### config.mk
export PLATFORM = sky130hd
export DESIGN_NAME = injector_sequence_sync
export DESIGN_NICKNAME = d
export VERILOG_FILES = /design/src/rtl/injector_sequence_pkg.sv /design/src/rtl/injector_sequence_channel.sv /design/src/rtl/injector_sequence_sync.sv
export SDC_FILE = /design/constraint.sdc
export NUM_CORES = 1
export LEC_CHECK = 0
export CAP_MARGIN = 20
export CELL_PAD_IN_SITES_DETAIL_PLACEMENT = 1
export CELL_PAD_IN_SITES_GLOBAL_PLACEMENT = 1
export CORE_ASPECT_RATIO = 1.75
export CORE_MARGIN = 2
export CORE_UTILIZATION = 34
export DETAILED_ROUTE_END_ITERATION = 6
export HOLD_SLACK_MARGIN = 0.03
export PLACE_DENSITY = 0.82
export REMOVE_ABC_BUFFERS = 1
export SYNTH_ARGS = -nofsm -noshare
export SYNTH_HDL_FRONTEND = slang
export SYNTH_SLANG_ARGS = --single-unit
### constraint.sdc
create_clock -name evgTxClk -period 2.2 [get_ports evgTxClk]
set_input_delay 0.44 -clock evgTxClk [delete_from_list [all_inputs] [get_ports evgTxClk]]
set_output_delay 0.44 -clock evgTxClk [all_outputs]
set_load 0.1 [all_outputs]
### src/rtl/injector_sequence_pkg.sv
// Shared definitions for the multi-channel injector start synchroniser:
// channel FSM encoding and the default power-line timeout.
package injector_sequence_pkg;

    typedef enum logic [1:0] {
        CH_IDLE            = 2'd0,
        CH_AWAIT_POWERLINE = 2'd1,
        CH_AWAIT_ALIGN     = 2'd2
    } chan_state_e;

    // 50 ms of evgTxClk at 50 MHz: no power-line edge for this long means the line is absent.
    localparam int DEFAULT_TIMEOUT_TICKS = 2500000;

endpackage

### src/rtl/injector_sequence_channel.sv
// One start channel: waits for a power-line edge (or timeout/bypass), then for its
// alignment phase, and emits a single-cycle sequencer start. Tracks dropped requests.
module injector_sequence_channel
    import injector_sequence_pkg::*;
#(
    parameter int ALIGN_WIDTH = 16
) (
    input  logic                   clk_i,
    input  logic                   rst_ni,
    input  logic                   enable_i,
    input  logic                   request_i,
    input  logic                   bypass_powerline_i,
    input  logic                   bypass_align_i,
    input  logic                   powerline_edge_i,
    input  logic                   powerline_timeout_i,
    input  logic                   overrun_clear_i,
    input  logic [ALIGN_WIDTH-1:0] offset_i,
    input  logic [ALIGN_WIDTH-1:0] align_count_i,
    output logic                   start_o,
    output logic                   overrun_o,
    output logic [1:0]             state_o
);

    chan_state_e state_q;
    logic        start_q;
    logic        overrun_q;

    always_ff @(posedge clk_i or negedge rst_ni) begin
        if (!rst_ni) begin
            state_q   <= CH_IDLE;
            start_q   <= 1'b0;
            overrun_q <= 1'b0;
        end else begin
            start_q <= 1'b0;

            // A fresh overrun beats a simultaneous clear so no drop goes unreported.
            if (request_i && enable_i && (state_q != CH_IDLE)) begin
                overrun_q <= 1'b1;
            end else if (overrun_clear_i) begin
                overrun_q <= 1'b0;
            end

            if (!enable_i) begin
                state_q <= CH_IDLE;
            end else begin
                case (state_q)
                    CH_IDLE: begin
                        if (request_i) begin
                            state_q <= CH_AWAIT_POWERLINE;
                        end
                    end
                    CH_AWAIT_POWERLINE: begin
                        if (powerline_edge_i || powerline_timeout_i || bypass_powerline_i) begin
                            state_q <= CH_AWAIT_ALIGN;
                        end
                    end
                    CH_AWAIT_ALIGN: begin
                        if (bypass_align_i || (align_count_i == offset_i)) begin
                            state_q <= CH_IDLE;
                            start_q <= 1'b1;
                        end
                    end
                    default: state_q <= CH_IDLE;
                endcase
            end
        end
    end

    assign start_o   = start_q;
    assign overrun_o = overrun_q;
    assign state_o   = state_q;

endmodule

### src/rtl/injector_sequence_sync.sv
// Multi-channel injector start synchroniser in the EVG transmit clock domain: shared
// alignment counter, power-line edge/timeout detection, and one FSM per channel.
module injector_sequence_sync
    import injector_sequence_pkg::*;
#(
    parameter int CHANNEL_COUNT           = 4,
    parameter int ALIGN_WIDTH             = 16,
    parameter int POWERLINE_TIMEOUT_TICKS = DEFAULT_TIMEOUT_TICKS,
    parameter int TIMEOUT_WIDTH           = $clog2(POWERLINE_TIMEOUT_TICKS + 1)
) (
    input  logic                               evgTxClk,
    input  logic                               evgTxRst_n,
    input  logic                               evgHeartbeat,
    input  logic                               powerline,
    input  logic [ALIGN_WIDTH-1:0]             alignPeriod,
    input  logic [CHANNEL_COUNT-1:0]           chanEnable,
    input  logic [CHANNEL_COUNT-1:0]           chanBypassPowerline,
    input  logic [CHANNEL_COUNT-1:0]           chanBypassAlign,
    input  logic [CHANNEL_COUNT*ALIGN_WIDTH-1:0] chanOffset,
    input  logic [CHANNEL_COUNT-1:0]           chanRequest,
    input  logic                               overrunClear,
    output logic [CHANNEL_COUNT-1:0]           sequenceStart,
    output logic [CHANNEL_COUNT-1:0]           chanBusy,
    output logic [CHANNEL_COUNT-1:0]           chanOverrun,
    output logic                               alignmentSynced,
    output logic                               powerlineTimeout
);

    localparam logic [ALIGN_WIDTH-1:0]   ALIGN_ONE     = ALIGN_WIDTH'(1);
    localparam logic [TIMEOUT_WIDTH-1:0] TIMEOUT_ONE   = TIMEOUT_WIDTH'(1);
    localparam logic [TIMEOUT_WIDTH-1:0] TIMEOUT_LIMIT = TIMEOUT_WIDTH'(POWERLINE_TIMEOUT_TICKS);

    logic [ALIGN_WIDTH-1:0]   align_cnt_q, align_cnt_d;
    logic                     synced_q;
    logic                     powerline_q;
    logic [TIMEOUT_WIDTH-1:0] timeout_cnt_q, timeout_cnt_d;
    logic                     timeout_q;
    logic                     powerline_edge;
    logic                     period_short;
    logic [ALIGN_WIDTH-1:0]   period_last;
    logic [CHANNEL_COUNT-1:0][1:0] chan_state;

    assign powerline_edge = powerline & ~powerline_q;
    assign period_short   = (alignPeriod <= ALIGN_ONE);
    assign period_last    = alignPeriod - ALIGN_ONE;

    // The >= wrap keeps the counter in range if the period is reprogrammed smaller.
    always_comb begin
        align_cnt_d = align_cnt_q + ALIGN_ONE;
        if (evgHeartbeat || period_short || (align_cnt_q >= period_last)) begin
            align_cnt_d = '0;
        end
    end

    always_comb begin
        timeout_cnt_d = timeout_cnt_q + TIMEOUT_ONE;
        if (powerline_edge) begin
            timeout_cnt_d = '0;
        end else if (timeout_cnt_q >= TIMEOUT_LIMIT) begin
            timeout_cnt_d = timeout_cnt_q;
        end
    end

    always_ff @(posedge evgTxClk or negedge evgTxRst_n) begin
        if (!evgTxRst_n) begin
            align_cnt_q   <= '0;
            synced_q      <= 1'b0;
            powerline_q   <= 1'b0;
            timeout_cnt_q <= '0;
            timeout_q     <= 1'b0;
        end else begin
            align_cnt_q   <= align_cnt_d;
            powerline_q   <= powerline;
            timeout_cnt_q <= timeout_cnt_d;
            timeout_q     <= (timeout_cnt_d >= TIMEOUT_LIMIT);
            if (evgHeartbeat) begin
                synced_q <= period_short | (align_cnt_q == period_last);
            end
        end
    end

    for (genvar c = 0; c < CHANNEL_COUNT; c++) begin : g_chan
        injector_sequence_channel #(
            .ALIGN_WIDTH(ALIGN_WIDTH)
        ) u_chan (
            .clk_i               (evgTxClk),
            .rst_ni              (evgTxRst_n),
            .enable_i            (chanEnable[c]),
            .request_i           (chanRequest[c]),
            .bypass_powerline_i  (chanBypassPowerline[c]),
            .bypass_align_i      (chanBypassAlign[c]),
            .powerline_edge_i    (powerline_edge),
            .powerline_timeout_i (timeout_q),
            .overrun_clear_i     (overrunClear),
            .offset_i            (chanOffset[c*ALIGN_WIDTH +: ALIGN_WIDTH]),
            .align_count_i       (align_cnt_q),
            .start_o             (sequenceStart[c]),
            .overrun_o           (chanOverrun[c]),
            .state_o             (chan_state[c])
        );

        assign chanBusy[c] = (chan_state[c] != CH_IDLE);
    end

    assign alignmentSynced  = synced_q;
    assign powerlineTimeout = timeout_q;

endmodule
# ---- After elaboration in Yosys (flattened, before gate mapping)
# Index checks and enable logic that the tools add are counted.
dict set report op_classes {
  n_addsub 3
  n_lt_le_gt_ge 4
  eq_ne 25
  muxes 40
  bitwise_logic 3
  reduce_logical 35
}
# cell n
set op_table {}
lappend op_table {{$eq A16 B16 Y1} 5}
lappend op_table {{$ge A22 B22 Y1 const B} 2}
lappend op_table {{$mux W22} 2}
lappend op_table {{$mux W2} 16}
lappend op_table {{$ne A3 B2 Y1 const B} 8}
lappend op_table {{$pmux W2 S3} 4}
lappend op_table {{$add A22 B1 Y22 const B} 1}
lappend op_table {{$mux W1} 17}
lappend op_table {{$add A16 B1 Y16 const B} 1}
lappend op_table {{$ge A16 B16 Y1} 1}
lappend op_table {{$le A16 B1 Y1 const B} 1}
lappend op_table {{$mux W16} 1}
lappend op_table {{$reduce_bool A2 Y1} 8}
lappend op_table {{$sub A16 B1 Y16 const B} 1}
lappend op_table {{$ne A3 B3 Y1 const B} 4}
lappend op_table {{$reduce_and A3 Y1} 4}
lappend op_table {{$logic_or A1 B1 Y1} 11}
lappend op_table {{$eq A2 B1 Y1 const B} 4}
lappend op_table {{$eq A2 B2 Y1 const B} 4}
lappend op_table {{$logic_and A1 B1 Y1} 8}
lappend op_table {{$logic_not A2 Y1} 4}
lappend op_table {{$and A1 B1 Y1} 1}
lappend op_table {{$not A1 Y1} 1}
lappend op_table {{$or A1 B1 Y1} 1}
dict set report word_totals {
  regBits 57
  input_bits 101
  out_inout_bits 14
  word_cells 127
}

# ---- Depth between registers and ports, before layout
dict set report logic_depth {
  depth_word 7
  ltp_mapped 14
}

# ---- Hierarchy
# A second synthesis with hierarchy kept.
dict set report hier_totals {
  cells_unflattened 470
  hier_area_um2 4370.4
}
# mod instances cells_each area_per_inst_um2 seq_area_each_um2
set modules_own_cells {}
lappend modules_own_cells {injector_sequence_sync 1 326 2974.1 1026.0}
lappend modules_own_cells {injector_sequence_channel 4 36 349.1 100.1}

# ---- Worst setup path after synthesis
# Ideal clock, no wire load.
dict set report synth_timing {
  kind {input port to flip-flop}
  startpoint {in alignPeriod[3]}
  endpoint {reg align_cnt_q[5]}
  setup_time_ns 0.073
  t_arrival_ns 3.099
  required_time_ns 2.127
  path_slack_ns -0.972
  path_stages 14
  n_path_buf 1
  cell_sequence {nor4_1 -> nand2_1 -> nor2_1 -> xnor2_1 -> ha_1 -> a21o_1 -> a21o_1 -> a21o_1 -> a21o_1 -> a21oi_1 -> a2bb2oi_1 -> buf_2 -> nand4_1 -> nor2_1}
}
dict set report synth_between {
  elab_chain_len 4
  word_cells_on_any_way 6
  classes_between {add/sub: 1; order compare: 2; mux: 1; reduce/logical: 2}
}
# item line
set synth_lines {}
lappend synth_lines {{start: declaration} injector_sequence_sync.sv:15} ;# input logic [ALIGN_WIDTH-1:0] alignPeriod,
lappend synth_lines {{$sub A16 B1 Y16 or $le A16 B1 Y1 (tied branches)} {injector_sequence_sync.sv:45, injector_sequence_sync.sv:44}}
lappend synth_lines {{$ge A16 B16 Y1 or $logic_or A1 B1 Y1 (tied branches)} injector_sequence_sync.sv:50} ;# if (evgHeartbeat || period_short || (align_cnt_q >= period_last)) begin
lappend synth_lines {{$logic_or A1 B1 Y1 (*)} injector_sequence_sync.sv:50}
lappend synth_lines {{$mux W16 (*)} injector_sequence_sync.sv:50}
lappend synth_lines {{net align_cnt_d[5]} injector_sequence_sync.sv:33} ;# logic [ALIGN_WIDTH-1:0] align_cnt_q, align_cnt_d;
lappend synth_lines {{end signal: assignment} injector_sequence_sync.sv:72} ;# align_cnt_q <= align_cnt_d;
lappend synth_lines {{end: declaration} injector_sequence_sync.sv:33}
# The timed path passes the listed nets; every way through them passes the cells marked *.
# A chain may end at the register's enable or synchronous reset.

# ---- Worst setup path in the final report
dict set report layout_timing {
  startpoint {in alignPeriod[4]}
  endpoint {reg align_cnt_q[2]}
}
# The elaborated chain is that of the path after synthesis.

==> summary by stage <==
Worst setup path
STA classifies the critical path startpoint as an input pin. Data on the critical path arrives at its endpoint at 3100 ps. The kind of end point of the critical path is a flop.

The worst setup path is of the in2reg kind. The maximum fanout along the worst path is 8. The required time at the worst-slack endpoint is 2470 ps.

STA
For the pin with the worst max-slew slack, the measured transition is 478 ps. The final worst clock skew is 5.47 ps. The final clock period utilization by the worst path is 1.28. The worst max-slew margin expressed relative to the limit is 0.681.

The number of failing hold endpoints at the final stage is 0. The worst-case setup margin in the final layout is -626 ps. The number of max-slew violations in the final report is 0. Setup repair after global routing could not meet its margin everywhere. The top achievable clock speed is 354 MHz. The smallest clock period supported by the final layout is computed as 2830 ps. The setup total negative slack is -11830 ps. The number of setup violations in the final report is 29.

Placement
Including well taps, the total number of placed cells is 859. In this run the tool buffered the top-level ports with 114 buffer cells. The detailed placement HPWL is 14000 um. The routability congestion estimate from global placement is 0.886. The placed instances occupy a cell area of 6340 sq um.

CTS
The H-tree depth reported by CTS is 3. TritonCTS built the clock tree. Counting along the longest clock path gives a buffer depth of 2. The TritonCTS sink count is 57. In this run the clock root is driven by a clkbuf_16. The clock transition at the register clock pins on the worst setup and hold paths after CTS is 50 ps. The number of CTS-inserted buffers is 9. The clock reaches the later pin of the worst-skew pair after 340 ps.

Power and ir drop
The analysis attributes to cell leakage a power of 0.00310 uW. The power density over the cells is 465 nW/um^2. The worst supply voltage drop on vdd is 0.000253 V.

Logic synthesis
The fraction of synthesized cell area taken by the top area cell type is 0.312. Sorting the synthesized cells by area gives the leading types as dfrtp_1 31%, xnor2_1 18%, ha_1 5.8%. The dominant cell type by area after synthesis is dfrtp_1. The post-synth design cell area is 4570 sq um.

The number of flip-flops and latches in the synthesized netlist is 57. The cell count after synthesis came out at 521. The commonest register cell after synthesis is dfrtp_1. Counting instances in the post-synthesis netlist gives the leading cell types as 92 x xnor2_1, 64 x nor2_1, 57 x dfrtp_1, 39 x nand4_1, 25 x nand2_1.

The number of warnings printed during yosys synthesis is 0. The share of the Yosys chip area taken by registers is 0.312. The most repeated cell in the gate-level netlist after synthesis is xnor2_1. The proportion of synthesized flip-flops having asynchronous set or reset is 1.00. The number of flops mapped to enable cells by yosys is 0.

A synthesized cell averages 8.76 sq um. The number of different library cells used by synthesis comes to 56.

Layout
The filler cells instantiated in the layout total 1489. The post-layout instance count excluding filler cells is 905. The area added between synthesis and finish is 58.4%.

The number of antenna diodes in the final layout is 0. The share of layout cells above drive strength 1 is 0.313. After routing the design area is 7230 sq um.

In the final design database the tool counted 848 nets.

Global routing
The via count of the first global-routing pass is 5570. The first global-routing pass estimated 28300 um of wire. The final global-route overflow total is 0. The number of antenna violations at the first check in global routing was 0. The total track usage is 0.259. The layer flagged by global routing as most heavily used is met2.

The pin count of the biggest net entering global routing is 31. The met1 capacity usage during global routing is 0.221. The met3 global-route usage is 0.0460. The global routing usage on met2 is 0.519.

Status
The checks that failed: setup timing. The flow ran to the end, but the final reports show violations.

Route
The first TritonRoute pass finished after 4 iterations. The detailed-route vias per instance is 5.48. The number of DRC violations after detailed routing is 0.

The detailed-route wire length is 19800 um. The number of DRC violations after detailed-routing iteration 0 is 193. The routed layout has 4960 vias. The residual antenna-violating net count after detailed routing is 0. The average detailed-routed wire length per instance is 21.9 um.

Floorplan
The area of the core region is 13200 sq um. The die boundary height is 157 um. The total die area is 14400 sq um. The chip width is 91.6 um. The initialized floorplan defines 56 standard-cell rows. The initial core utilization is 0.345.

115 I/O pins were placed.

Worst hold path
The worst hold path belongs to the class reg2reg.

Run
The tool flagged a number of max-cap violations equal to 0.
==> per-layer routing <==
layer  up-vias  wire, um
met5         -         0
met4         0      1430
met3        91       820
met2       212     11400
met1      2451      6170
li1       2206         -
==> repair_timing <==
| item | 4_1_cts | 5_1_grt |
|---|---|---|
| setup buffers | 21 | 9 |
| endpoints found under the setup margin | 26 | 30 |
| gates cloned | 1 | 1 |
| hold endpoints to repair | 7 | 0 |
| hold buffers | 1 | 0 |
| gates resized for setup | 105 | 44 |
| pin swaps | 54 | 44 |
==> critical path, cell delays in order <==
cell and delay, ps:
buf_8 100, nor4_4 270, buf_4 170, nand2_2 60, nor2_2 110, xnor2_1 160
ha_1 300, a21o_1 190, a21o_1 170, a21o_1 160, a21o_1 160, a21oi_2 130
a2bb2oi_2 240, buf_6 190, nand4_1 120, nor2_1 110
==> worst paths after layout <==
kind | startpoint | endpoint | slack (ps) | depth (start not counted)
min in group asynchronous | evgTxRst_n | timeout_cnt_q[0]$_DFF_PN0_ | 520 | 2
min | g_chan[3].u_chan.state_o[1]$_DFFE_PN0P_ | g_chan[3].u_chan.state_o[0]$_DFFE_PN0P_ | 500 | 1
max in group asynchronous | evgTxRst_n | align_cnt_q[12]$_DFF_PN0_ | 1140 | 3
max reg2reg | timeout_cnt_q[12]$_DFF_PN0_ | powerlineTimeout$_DFF_PN0_ | -410 | 9
min reg2reg | g_chan[3].u_chan.state_o[1]$_DFFE_PN0P_ | g_chan[3].u_chan.state_o[0]$_DFFE_PN0P_ | 500 | 1
max | alignPeriod[4] | align_cnt_q[2]$_DFF_PN0_ | -630 | 16
==> where the power goes <==
group          internal, uW  switching (uW)
Clock                   821             480
Sequential             1100            45.1
Combinational           437             477
Total                  2360            1000
==> cell families after synthesis <==
family	after synthesis	synth area share
buffers and inverters	47	0.0545
AO/OA/AOI/OAI	54	0.0828
multiplexers	8	0.0178
AND/OR/NAND/NOR	226	0.268
adder cells (fa/ha/maj)	21	0.0575
flip-flops	57	0.312
XOR/XNOR	108	0.207
==> registers in the layout (all words and copies together), names as in the netlist <==
register / cells
g_chan.u_chan.overrun_o: 4
align_cnt_q: 16
g_chan.u_chan.state_o: 8
timeout_cnt_q: 22
powerlineTimeout: 1
g_chan.u_chan.start_o: 4
alignmentSynced: 1
powerline_q: 1
==> stage by stage <==
step | hold slack [ps] | setup slack (ps) | utilization | power, uW
floorplan | 144 | -1120 | - | 1540
global placement | 323 | -1190 | 0.479 | 1950
detailed placement | 321 | -1380 | 0.479 | 2000
CTS | 505 | -487 | 0.529 | 3320
global route | 530 | -713 | 0.546 | 3470
finish | 505 | -626 | 0.546 | 3360
==> cell type report <==
type / count / area (sq um) / area share
Tap cell: 174 / 218 / 0.0301
Multi-Input combinational cell: 417 / 3240 / 0.447
Clock inverter: 2 / 12.5 / 0.00173
Timing Repair Buffer: 231 / 2040 / 0.281
Sequential cell: 57 / 1430 / 0.197
Inverter: 10 / 40.0 / 0.00554
Clock buffer: 14 / 264 / 0.0365
==> layout by cell type, fill, tap and decap left out, drive strengths merged, types with 2 or more instances in the layout <==
cell,instances
buf,141
xnor2,92
clkdlybuf4s50,87
nor2,65
dfrtp,57
nand4,39
nand2,25
nand3,22
ha,21
o21ai,19
xor2,16
nor3,15
clkbuf,14
inv,10
and3,9
and2,8
or2,8
nor4,8
mux2i,7
a21oi,7
nand3b,6
o21a,5
a21o,5
nor3b,5
nor2b,5
nand2b,4
a32o,4
or3,3
and4,2
a32oi,2
Power figures use the tool's default switching activity.
